===== src/rtl/periph_timer_bus.sv =====
`default_nettype none
//============================================================================
// Module      : periph_timer_bus
// Description : Memory-mapped peripheral slave on the CPU load/store port.
//               Holds a reload timer (TH/TL/TCON), an LED register, a
//               switch input port and a 7-segment digit register. The
//               timer overflow raises a level interrupt on irqout.
//               Optional macro PERIPH_SWITCH_SYNC_EN: when defined, the
//               switch inputs pass through a 2-flop synchronizer before
//               reaching the read path; when undefined they are read
//               combinationally.
// Revision    : 1.0 - initial release
//============================================================================
module periph_timer_bus #(
    parameter logic [31:0] BASE_ADDR = 32'h4000_0000,
    parameter int unsigned LED_W     = 8,
    parameter int unsigned SW_W      = 8,
    parameter int unsigned DIGI_W    = 12
) (
    input  logic              clk,
    input  logic              reset,
    input  logic              rd,
    input  logic              wr,
    input  logic [31:0]       addr,
    input  logic [31:0]       wdata,
    output logic [31:0]       rdata,
    output logic [LED_W-1:0]  led,
    input  logic [SW_W-1:0]   switch,
    output logic [DIGI_W-1:0] digi,
    output logic              irqout
);

    // Word indices of the registers inside the window
    localparam logic [2:0] c_IDX_TH   = 3'd0;
    localparam logic [2:0] c_IDX_TL   = 3'd1;
    localparam logic [2:0] c_IDX_TCON = 3'd2;
    localparam logic [2:0] c_IDX_LED  = 3'd3;
    localparam logic [2:0] c_IDX_SW   = 3'd4;
    localparam logic [2:0] c_IDX_DIGI = 3'd5;

    // TCON bit positions
    localparam int unsigned c_TCON_EN  = 0;
    localparam int unsigned c_TCON_IE  = 1;
    localparam int unsigned c_TCON_IRQ = 2;

    localparam logic [31:0] c_TL_MAX = 32'hFFFF_FFFF;

    //------------------------------------------------------------------------
    // Address decode. Byte offset bits are ignored, so the offset is
    // computed on word addresses only.
    //------------------------------------------------------------------------
    logic [29:0] w_word_off;
    logic        w_in_window;
    logic [2:0]  w_idx;
    logic        w_unused_addr_bits;

    assign w_word_off         = addr[31:2] - BASE_ADDR[31:2];
    assign w_in_window        = (w_word_off[29:3] == 27'd0);
    assign w_idx              = w_word_off[2:0];
    assign w_unused_addr_bits = ^addr[1:0];

    logic w_wr_th;
    logic w_wr_tl;
    logic w_wr_tcon;
    logic w_wr_led;
    logic w_wr_digi;

    assign w_wr_th   = wr && w_in_window && (w_idx == c_IDX_TH);
    assign w_wr_tl   = wr && w_in_window && (w_idx == c_IDX_TL);
    assign w_wr_tcon = wr && w_in_window && (w_idx == c_IDX_TCON);
    assign w_wr_led  = wr && w_in_window && (w_idx == c_IDX_LED);
    assign w_wr_digi = wr && w_in_window && (w_idx == c_IDX_DIGI);

    //------------------------------------------------------------------------
    // Register state
    //------------------------------------------------------------------------
    logic [31:0]       th_q,   th_d;
    logic [31:0]       tl_q,   tl_d;
    logic [2:0]        tcon_q, tcon_d;
    logic [LED_W-1:0]  led_q,  led_d;
    logic [DIGI_W-1:0] digi_q, digi_d;

    //------------------------------------------------------------------------
    // Switch input path
    //------------------------------------------------------------------------
    logic [SW_W-1:0] w_switch;

`ifdef PERIPH_SWITCH_SYNC_EN
    logic [SW_W-1:0] sw_meta_q;
    logic [SW_W-1:0] sw_sync_q;

    // Two-stage synchronizer for the asynchronous board switches
    always_ff @(posedge clk or posedge reset) begin
        if (reset) begin
            sw_meta_q <= '0;
            sw_sync_q <= '0;
        end else begin
            sw_meta_q <= switch;
            sw_sync_q <= sw_meta_q;
        end
    end

    assign w_switch = sw_sync_q;
`else
    assign w_switch = switch;
`endif

    //------------------------------------------------------------------------
    // Next-state: timer advance first, CPU writes applied afterwards so a
    // write to TL or TCON in the overflow cycle overrides the timer's own
    // update. TH writes only affect th_d, so a reload in the same cycle
    // still uses the old TH.
    //------------------------------------------------------------------------
    always_comb begin
        th_d   = th_q;
        tl_d   = tl_q;
        tcon_d = tcon_q;
        led_d  = led_q;
        digi_d = digi_q;

        if (tcon_q[c_TCON_EN]) begin
            if (tl_q != c_TL_MAX) begin
                tl_d = tl_q + 32'd1;
            end else begin
                tl_d = th_q;
                if (tcon_q[c_TCON_IE]) begin
                    tcon_d[c_TCON_IRQ] = 1'b1;
                end
            end
        end

        if (w_wr_th) begin
            th_d = wdata;
        end
        if (w_wr_tl) begin
            tl_d = wdata;
        end
        if (w_wr_tcon) begin
            tcon_d = wdata[2:0];
        end
        if (w_wr_led) begin
            led_d = wdata[LED_W-1:0];
        end
        if (w_wr_digi) begin
            digi_d = wdata[DIGI_W-1:0];
        end
    end

    // Register update with asynchronous clear
    always_ff @(posedge clk or posedge reset) begin
        if (reset) begin
            th_q   <= '0;
            tl_q   <= '0;
            tcon_q <= '0;
            led_q  <= '0;
            digi_q <= '0;
        end else begin
            th_q   <= th_d;
            tl_q   <= tl_d;
            tcon_q <= tcon_d;
            led_q  <= led_d;
            digi_q <= digi_d;
        end
    end

    //------------------------------------------------------------------------
    // Read mux: combinational from addr, zero when idle or unmapped
    //------------------------------------------------------------------------
    always_comb begin
        rdata = '0;
        if (rd && w_in_window) begin
            case (w_idx)
                c_IDX_TH:   rdata = th_q;
                c_IDX_TL:   rdata = tl_q;
                c_IDX_TCON: rdata[2:0] = tcon_q;
                c_IDX_LED:  rdata[LED_W-1:0] = led_q;
                c_IDX_SW:   rdata[SW_W-1:0] = w_switch;
                c_IDX_DIGI: rdata[DIGI_W-1:0] = digi_q;
                default:    rdata = '0;
            endcase
        end
    end

    assign led    = led_q;
    assign digi   = digi_q;
    assign irqout = tcon_q[c_TCON_IE] & tcon_q[c_TCON_IRQ];

endmodule
`default_nettype wire


===== config.mk =====
export PLATFORM = sky130hd
export DESIGN_NAME = periph_timer_bus
export DESIGN_NICKNAME = d
export VERILOG_FILES = /design/src/rtl/periph_timer_bus.sv
export SDC_FILE = /design/constraint.sdc
export NUM_CORES = 1
export LEC_CHECK = 0
export CORE_ASPECT_RATIO = 1.4
export CORE_MARGIN = 10
export CORE_UTILIZATION = 45
export CTS_CLUSTER_DIAMETER = 30
export DETAILED_ROUTE_END_ITERATION = 16
export HOLD_SLACK_MARGIN = 0.03
export PLACE_DENSITY = 0.8
export SKIP_LAST_GASP = 1
export SLEW_MARGIN = 5
export SYNTH_ARGS = -nofsm -noshare
export SYNTH_HDL_FRONTEND = slang
export SYNTH_SLANG_ARGS = --single-unit

===== constraint.sdc =====
create_clock -name clk -period 3.1 [get_ports clk]
set_input_delay 0.775 -clock clk [delete_from_list [all_inputs] [get_ports clk]]
set_output_delay 0.775 -clock clk [all_outputs]
set_load 0.05 [all_outputs]

-- Word level (Yosys, flattened, before mapping)
Index checks and enable logic that the tools add are counted.
- bits in registers: 87
- input bits: 76
- output and inout port bits: 53
- logic and storage cells: 41
- add/sub/neg operators: 2
- equality and inequality tests: 7
- mux-type cells: 12
- bitwise operators: 1
- reductions and logical operators: 13
- operator list (cell ; count):
    $mux 32 ; 4
    $pmux 20 s2 ; 1
    $add 32x1->32 const B ; 1
    $ne 32x32->1 const B ; 1
    $sub 30x29->30 const B ; 1
    $logic_not 27->1 ; 1
    $pmux 5 s5 ; 1
    $pmux 3 s6 ; 1
    $pmux 4 s3 ; 1
    $logic_and 1x1->1 ; 7
    $eq 3x2->1 const B ; 2
    $eq 3x3->1 const B ; 2
    $reduce_bool 2->1 ; 3
    $eq 3x1->1 const B ; 1
    $logic_not 3->1 ; 1
    $mux 1 ; 3
    $mux 3 ; 1
    $reduce_and 3->1 ; 1
    $ne 2x2->1 const B ; 1
    $and 1x1->1 ; 1

-- Depth between registers and ports, before layout
Gate-level depths: netlist of run 1.
- depth after elaboration: 6
- mapped depth: 9
- depth with buffers taken out: 6

-- Worst setup path after synthesis of run 1
OpenSTA, ideal clock, no wires.
- path type: in2out
- from: input addr[23]
- to: output rdata[10]
- data arrival time: 2.852 ns
- required time: 2.325 ns
- setup slack: -0.527 ns
- stages: 5
- path buffers: 1
- cells stage by stage: nor4_1 and3_1 nand3_1 clkbuf_1 nor3_1
- cells in the longest elaborated chain, start to end: 4
- RTL lines (item ; RTL line ; text):
    start, declared ; 24 ; input logic [31:0] addr,
    $sub 30x29->30 ; 57 ; assign w_word_off = addr[31:2] - BASE_ADDR[31:2];
    $logic_not 27->1 ; 58 ; assign w_in_window = (w_word_off[29:3] == 27'd0);
    $logic_and 1x1->1 ; 171 ; if (rd && w_in_window) begin
    $mux 32 ; 171 ;
    end, declared ; 26 ; output logic [31:0] rdata,
No other way between the ends.

-- Final worst setup path of run 1
- from: input addr[13]
- to: output rdata[5]
The elaborated chain is that of the path after synthesis.

==> impl_metrics.yaml, run 1 <==
clock_tree:
  root_buffer: "clkbuf_16"
  hold_buffers: 0
  clock_latency_ps: 350
  numCtsBuffers: 9
  clockBufferDepth: 2
  cts_max_level: 3
  clk_pin_slew_worst_paths_ps: 60
  clock_sinks: 87
  cts_tree: "yes"
drt:
  avgViaCountPerCell: 6.239
  drt_drc_violations_left: 0
  detail_route.wl_per_cell_um: 23.07
  drt-pass1-iter-count: 5
  drtIter0Drc: 367
  via_count: 5447
  ant_nets: 0
  drt-total-wl_um: 20140
global_routing:
  grt_use_total_pct: 22.76
  grt_max_degree: 44
  grt_pass1_wl_um: 31310
  grt_overflow: 0
  grt_pass1_vias: 5804
  antenna_found_initial: 0
synth:
  ys_ff_latch: 87
  synth_area_leader_cell: "dfrtp_1"
  synth_area_leaders: "dfrtp_1 39%, mux2_2 13%, mux2i_1 5.2%"
  synth_ff_type: "dfrtp_1"
  syn-cell-area_mm2: 0.005540
  synth.avg_cell_area_um2: 10.04
  syn-num-nets: 629
  synth_edf_count: 0
  yosys_warnings: 0
  synth-async-reset-ratio_pct: 100.0
  synth_cell_type_count: 61
  yosysSeqAreaShare_pct: 39.30
  synth_cells: 552
  synth_top_area_share_pct: 39.30
sta:
  hold_viol: 0
  finalCritPeriodShare_pct: 99.21
  max_freq_ghz: 0.3251
  slew_violations: 0
  worst_slack_ps: 24.41
  slew_headroom_pct: 46.98
  worstMarginPinSlew_ps: 794.3
  final.min_clock_period_ps: 3076
  setup_tns_ps: 0
  setup_violations: 0
  fin_worst_skew_ps: 9.102
finish:
  layout_common_cells: "87 x dfrtp_1, 64 x clkdlybuf4s50_1, 63 x mux2_2"
  final_common_cell: "dfrtp_1"
  drive_above_1_share_pct: 37.19
  area_growth_pct: 50.84
  nNetsFinal: 799
  diodes: 0
  stdcell_area_mm2: 0.008357
  fillers: 804
  utilization_pct: 70.00
placement:
  dpl_cell_area_mm2: 0.007694
  dp_slack_ps: -375.2
  globalplace.congestion: 0.9516
  hpwlAfterDp_um: 13850
  port_buffers: 126
floorplan:
  start_util_pct: 46.41
  die_w_um: 113.8
  die_h_um: 151.3
  io_pins: 129
  row_count: 47
  die_area_mm2: 0.01721
  core_area_mm2: 0.01194
setup_path:
  required_ps: 2320
  reg2reg_from: "tl_q[1]$_DFFE_PP0P_"
  cp-startpoint: "addr[13]"
  cp.arrival_ps: 2300
  worst-setup-path-type: "primary input to output pin"
  cp_max_fo: 7
  worstSetupStartpointType: "primary input"
  endpoint_kind: "output pin"
power:
  seqPwrFrac_pct: 47.1
  p_int_mw: 1.818
  power.share.clock_pct: 43.0
  ir_drop_mv: 0.2797
  switchingPower_mw: 0.5901
  sw_frac_of_total_pct: 24.50
  powerDensity_mw_per_mm2: 288.2
  p_leak_nw: 3.411
  comb_power_share_pct: 9.9
min_path:
  min_from: "digi[0]$_DFFE_PP0P_"
  hp-class: "flip-flop to flip-flop"
run:
  drv_cap: 0
run_status:
  status: "finished clean"
-- registers in the layout, summed over array words and instances (netlist names) --
| name | cells |
|---|---|
| th_q | 32 |
| tl_q | 32 |
| digi | 12 |
| led | 8 |
| tcon_q | 3 |
-- worst max-delay path, stage by stage --
cell,delay (ps)
dlygate4sd2_1,250
nor4b_4,290
and3_4,270
nand3_4,100
buf_12,170
buf_4,140
a21oi_4,140
buf_12,150
-- Yosys cell counts (all sizes together), types with 14 or more instances --
cell	instances
mux2i	29
o21ai	17
nand2	31
mux2	65
a22oi	25
nor2	37
dfrtp	87
nand3	28
clkbuf	17
a21oi	14
nor4	17
buf	22
nor3	21
nand4	21
-- layer usage --
metal	vias to the layer above	routed length, um	track usage (%)
li1	2405	-	-
met1	2724	7490	24.90
met2	259	10640	40.15
met3	59	1329	5.463
met4	0	673	11.31
met5	-	0	0
-- final timing paths --
check                      slack (ps)  cells past startpoint                   end
max                                20                      8              rdata[5]
min                               530                      1   digi[0]$_DFFE_PP0P_
max reg2reg                       360                      6   tl_q[5]$_DFFE_PP0P_
min reg2reg                       530                      1   digi[0]$_DFFE_PP0P_
max in group asynchronous        1580                      3  tl_q[20]$_DFFE_PP0P_
min in group asynchronous         870                      2   digi[4]$_DFFE_PP0P_
-- power by group through the flow --
stage	sequential, mW	clock, mW	combinational [mW]
detailed placement	1.16	0	0.215
CTS	1.14	1.03	0.227
global route	1.13	1.09	0.253
finish	1.14	1.03	0.238
floorplan	1.16	0	0.0605
global placement	1.16	0	0.209
-- area by class of cell --
type / instances / area, um2 / share of cell area [%]
Multi-Input combinational cell: 417 / 3466 / 41.47
Timing Repair Buffer: 198 / 2222 / 26.59
Clock inverter: 5 / 33.78 / 0.4043
Sequential cell: 87 / 2177 / 26.05
Inverter: 9 / 35.03 / 0.4192
Clock buffer: 10 / 239.0 / 2.860
Tap cell: 147 / 183.9 / 2.201
-- kinds of logic (layout without fill, tap and decap cells) --
logic type,count (synthesis),in the layout,synth area share (%)
compound gates,92,92,11.59
flops,87,87,39.30
mux,100,100,20.89
buf+inv,48,222,4.065
fa+ha+maj,1,1,0.2258
xor+xnor,16,16,2.529
simple gates,208,208,21.41
-- through the flow --
stage | hold WS (ps) | power (mW) | std cells
3_3_place_gp | 505.0 | 1.365 | 834
5_1_grt | 547.8 | 2.473 | 873
2_1_floorplan | 481.6 | 1.217 | 552
6_report | 526.7 | 2.408 | 873
4_1_cts | 525.7 | 2.396 | 870
3_5_place_dp | 511.2 | 1.372 | 834
-- timing repair --
item	CTS	global route
pin swaps	16	14
buffers inserted	19	4
gates cloned	2	0
gates resized for setup	65	36
setup endpoints to repair	32	44
Note: power is estimated with default switching activity, not from simulation.
==> run 2: changes to the inputs <==
- CTS_BUF_LIST: not set -> sky130_fd_sc_hd__clkbuf_16
==> impl_metrics.yaml, run 2 (synthesized netlist as in run 1, its figures left out) <==
finish:
  diodes: 0
  area_growth_pct: 50.65
  layout_common_cells: "87 x dfrtp_1, 64 x clkdlybuf4s50_1, 63 x mux2_2"
  drive_above_1_share_pct: 37.05
  final_common_cell: "dfrtp_1"
  finalNonFillerCells: 873
  fillers: 809
  nNetsFinal: 799
floorplan:
  die_area_mm2: 0.01721
  die_h_um: 151.3
  core_area_mm2: 0.01194
  io_pins: 129
  die_w_um: 113.8
  start_util_pct: 46.41
  row_count: 47
drt:
  detail_route.wl_per_cell_um: 22.96
  drtIter0Drc: 445
  avgViaCountPerCell: 6.226
  wl_met1_um: 7364
  drt_drc_violations_left: 0
  drt-pass1-iter-count: 5
  ant_nets: 0
  via_count: 5435
  met2_length_um: 10650
  top_layer_used: "met4"
  wl_met3_um: 1424
  drt-total-wl_um: 20050
sta:
  hold_slack_ps: 524.8
  finalCritPeriodShare_pct: 99.19
  fin_worst_skew_ps: 9.056
  final.min_clock_period_ps: 3075
  hold_viol: 0
  slew_violations: 0
  max_freq_ghz: 0.3252
  setup_violations: 0
  worstMarginPinSlew_ps: 796.4
  setup_tns_ps: 0
  slew_headroom_pct: 46.91
setup_path:
  slowest_delay_ps: 290
  worst-setup-path-type: "primary input to output pin"
  cp_common_cell: "buf_12"
  slowest_stage: "nor4b_4"
  critPathBufInv: 4
  crit_family: "buffers and inverters"
  cp.arrival_ps: 2300
  cp_max_fo: 7
  endpoint_kind: "output pin"
  worstSetupStartpointType: "primary input"
  required_ps: 2320
  worstPathCellList: "dlygate4sd2_1 > nor4b_4 > and3_4 > nand3_4 > buf_12 > buf_4 > a21oi_4 > buf_12"
global_routing:
  grt_overflow: 0
  grt_pass1_wl_um: 31320
  antenna_found_initial: 0
  grt_max_degree: 44
  grt_pass1_vias: 5790
  grt_use_total_pct: 22.77
clock_tree:
  clock_sinks: 87
  cts_tree: "yes"
  clock_latency_ps: 350
  cts_max_level: 3
  root_buffer: "clkbuf_16"
  clk_pin_slew_worst_paths_ps: 60
  clockBufferDepth: 2
  numCtsBuffers: 9
placement:
  hpwlAfterDp_um: 13850
  dp_cells: 834
  globalplace.congestion: 0.9516
  port_buffers: 126
power:
  powerDensity_mw_per_mm2: 284.5
  p_leak_nw: 3.405
  ir_drop_mv: 0.2776
min_path:
  hp-class: "flip-flop to flip-flop"
run:
  drv_cap: 0
run_status:
  status: "finished clean"
==> run 2: per-stage QoR <==
step | util, % | area, um2 | worst slack (ps) | power [mW]
global placement | 64.45 | 7694 | -281.2 | 1.365
finish | 69.92 | 8347 | 25.03 | 2.375
floorplan | - | 5643 | -318.5 | 1.217
CTS | 69.69 | 8319 | 5.677 | 2.371
global route | 69.92 | 8347 | -18.44 | 2.445
detailed placement | 64.45 | 7694 | -375.2 | 1.372
==> run 2: area by class of cell <==
cell class | count | area, um2 | share of cell area, %
repair buffers | 198 | 2222 | 26.62
well taps | 147 | 183.9 | 2.204
flip-flops and latches | 87 | 2177 | 26.08
clock inverters | 6 | 37.54 | 0.4497
clock buffers | 9 | 225.2 | 2.698
multi-input cells | 417 | 3466 | 41.52
inverters | 9 | 35.03 | 0.4197
==> run 2: path summary, 6_finish.rpt <==
kind                                          start              endpoint  slack, ps  depth (start not counted)
worst max-delay path                       addr[13]              rdata[5]         30                          8
worst min-delay path            digi[0]$_DFFE_PP0P_   digi[0]$_DFFE_PP0P_        520                          1
worst max register to register  tl_q[1]$_DFFE_PP0P_   tl_q[5]$_DFFE_PP0P_        360                          6
worst min register to register  digi[0]$_DFFE_PP0P_   digi[0]$_DFFE_PP0P_        520                          1
max in group asynchronous                     reset  tl_q[20]$_DFFE_PP0P_       1580                          3
min in group asynchronous                     reset   digi[4]$_DFFE_PP0P_        870                          2
==> run 2: repair_timing <==
action                                  4_1_cts  5_1_grt
hold buffers                                  0        0
cloned                                        2        0
gates resized for setup                      65       36
pin swaps                                    16       14
setup buffers                                19        4
endpoints found under the setup margin       32       44
==> run 2: layer usage <==
layer / GRT usage, % / vias to the layer above
met2: 40.21 / 242
met4: 10.24 / 0
met1: 25.09 / 2725
met3: 5.780 / 53
met5: 0 / -
li1: - / 2415
==> run 2: where the power goes <==
| part | total (mW) | internal (mW) | leakage, nW | switching (mW) |
|---|---|---|---|---|
| registers | 1.14 | 1.14 | 1.17 | 0.0000837 |
| logic | 0.238 | 0.122 | 2.11 | 0.116 |
| clock network | 1.00 | 0.536 | 0.125 | 0.466 |
==> run 3: changes to the inputs <==
- ABC_CLOCK_PERIOD_IN_PS: not set -> 3100
==> results of run 3 <==
Same layout as run 2: the final DEF is identical, and so are final timing and power.
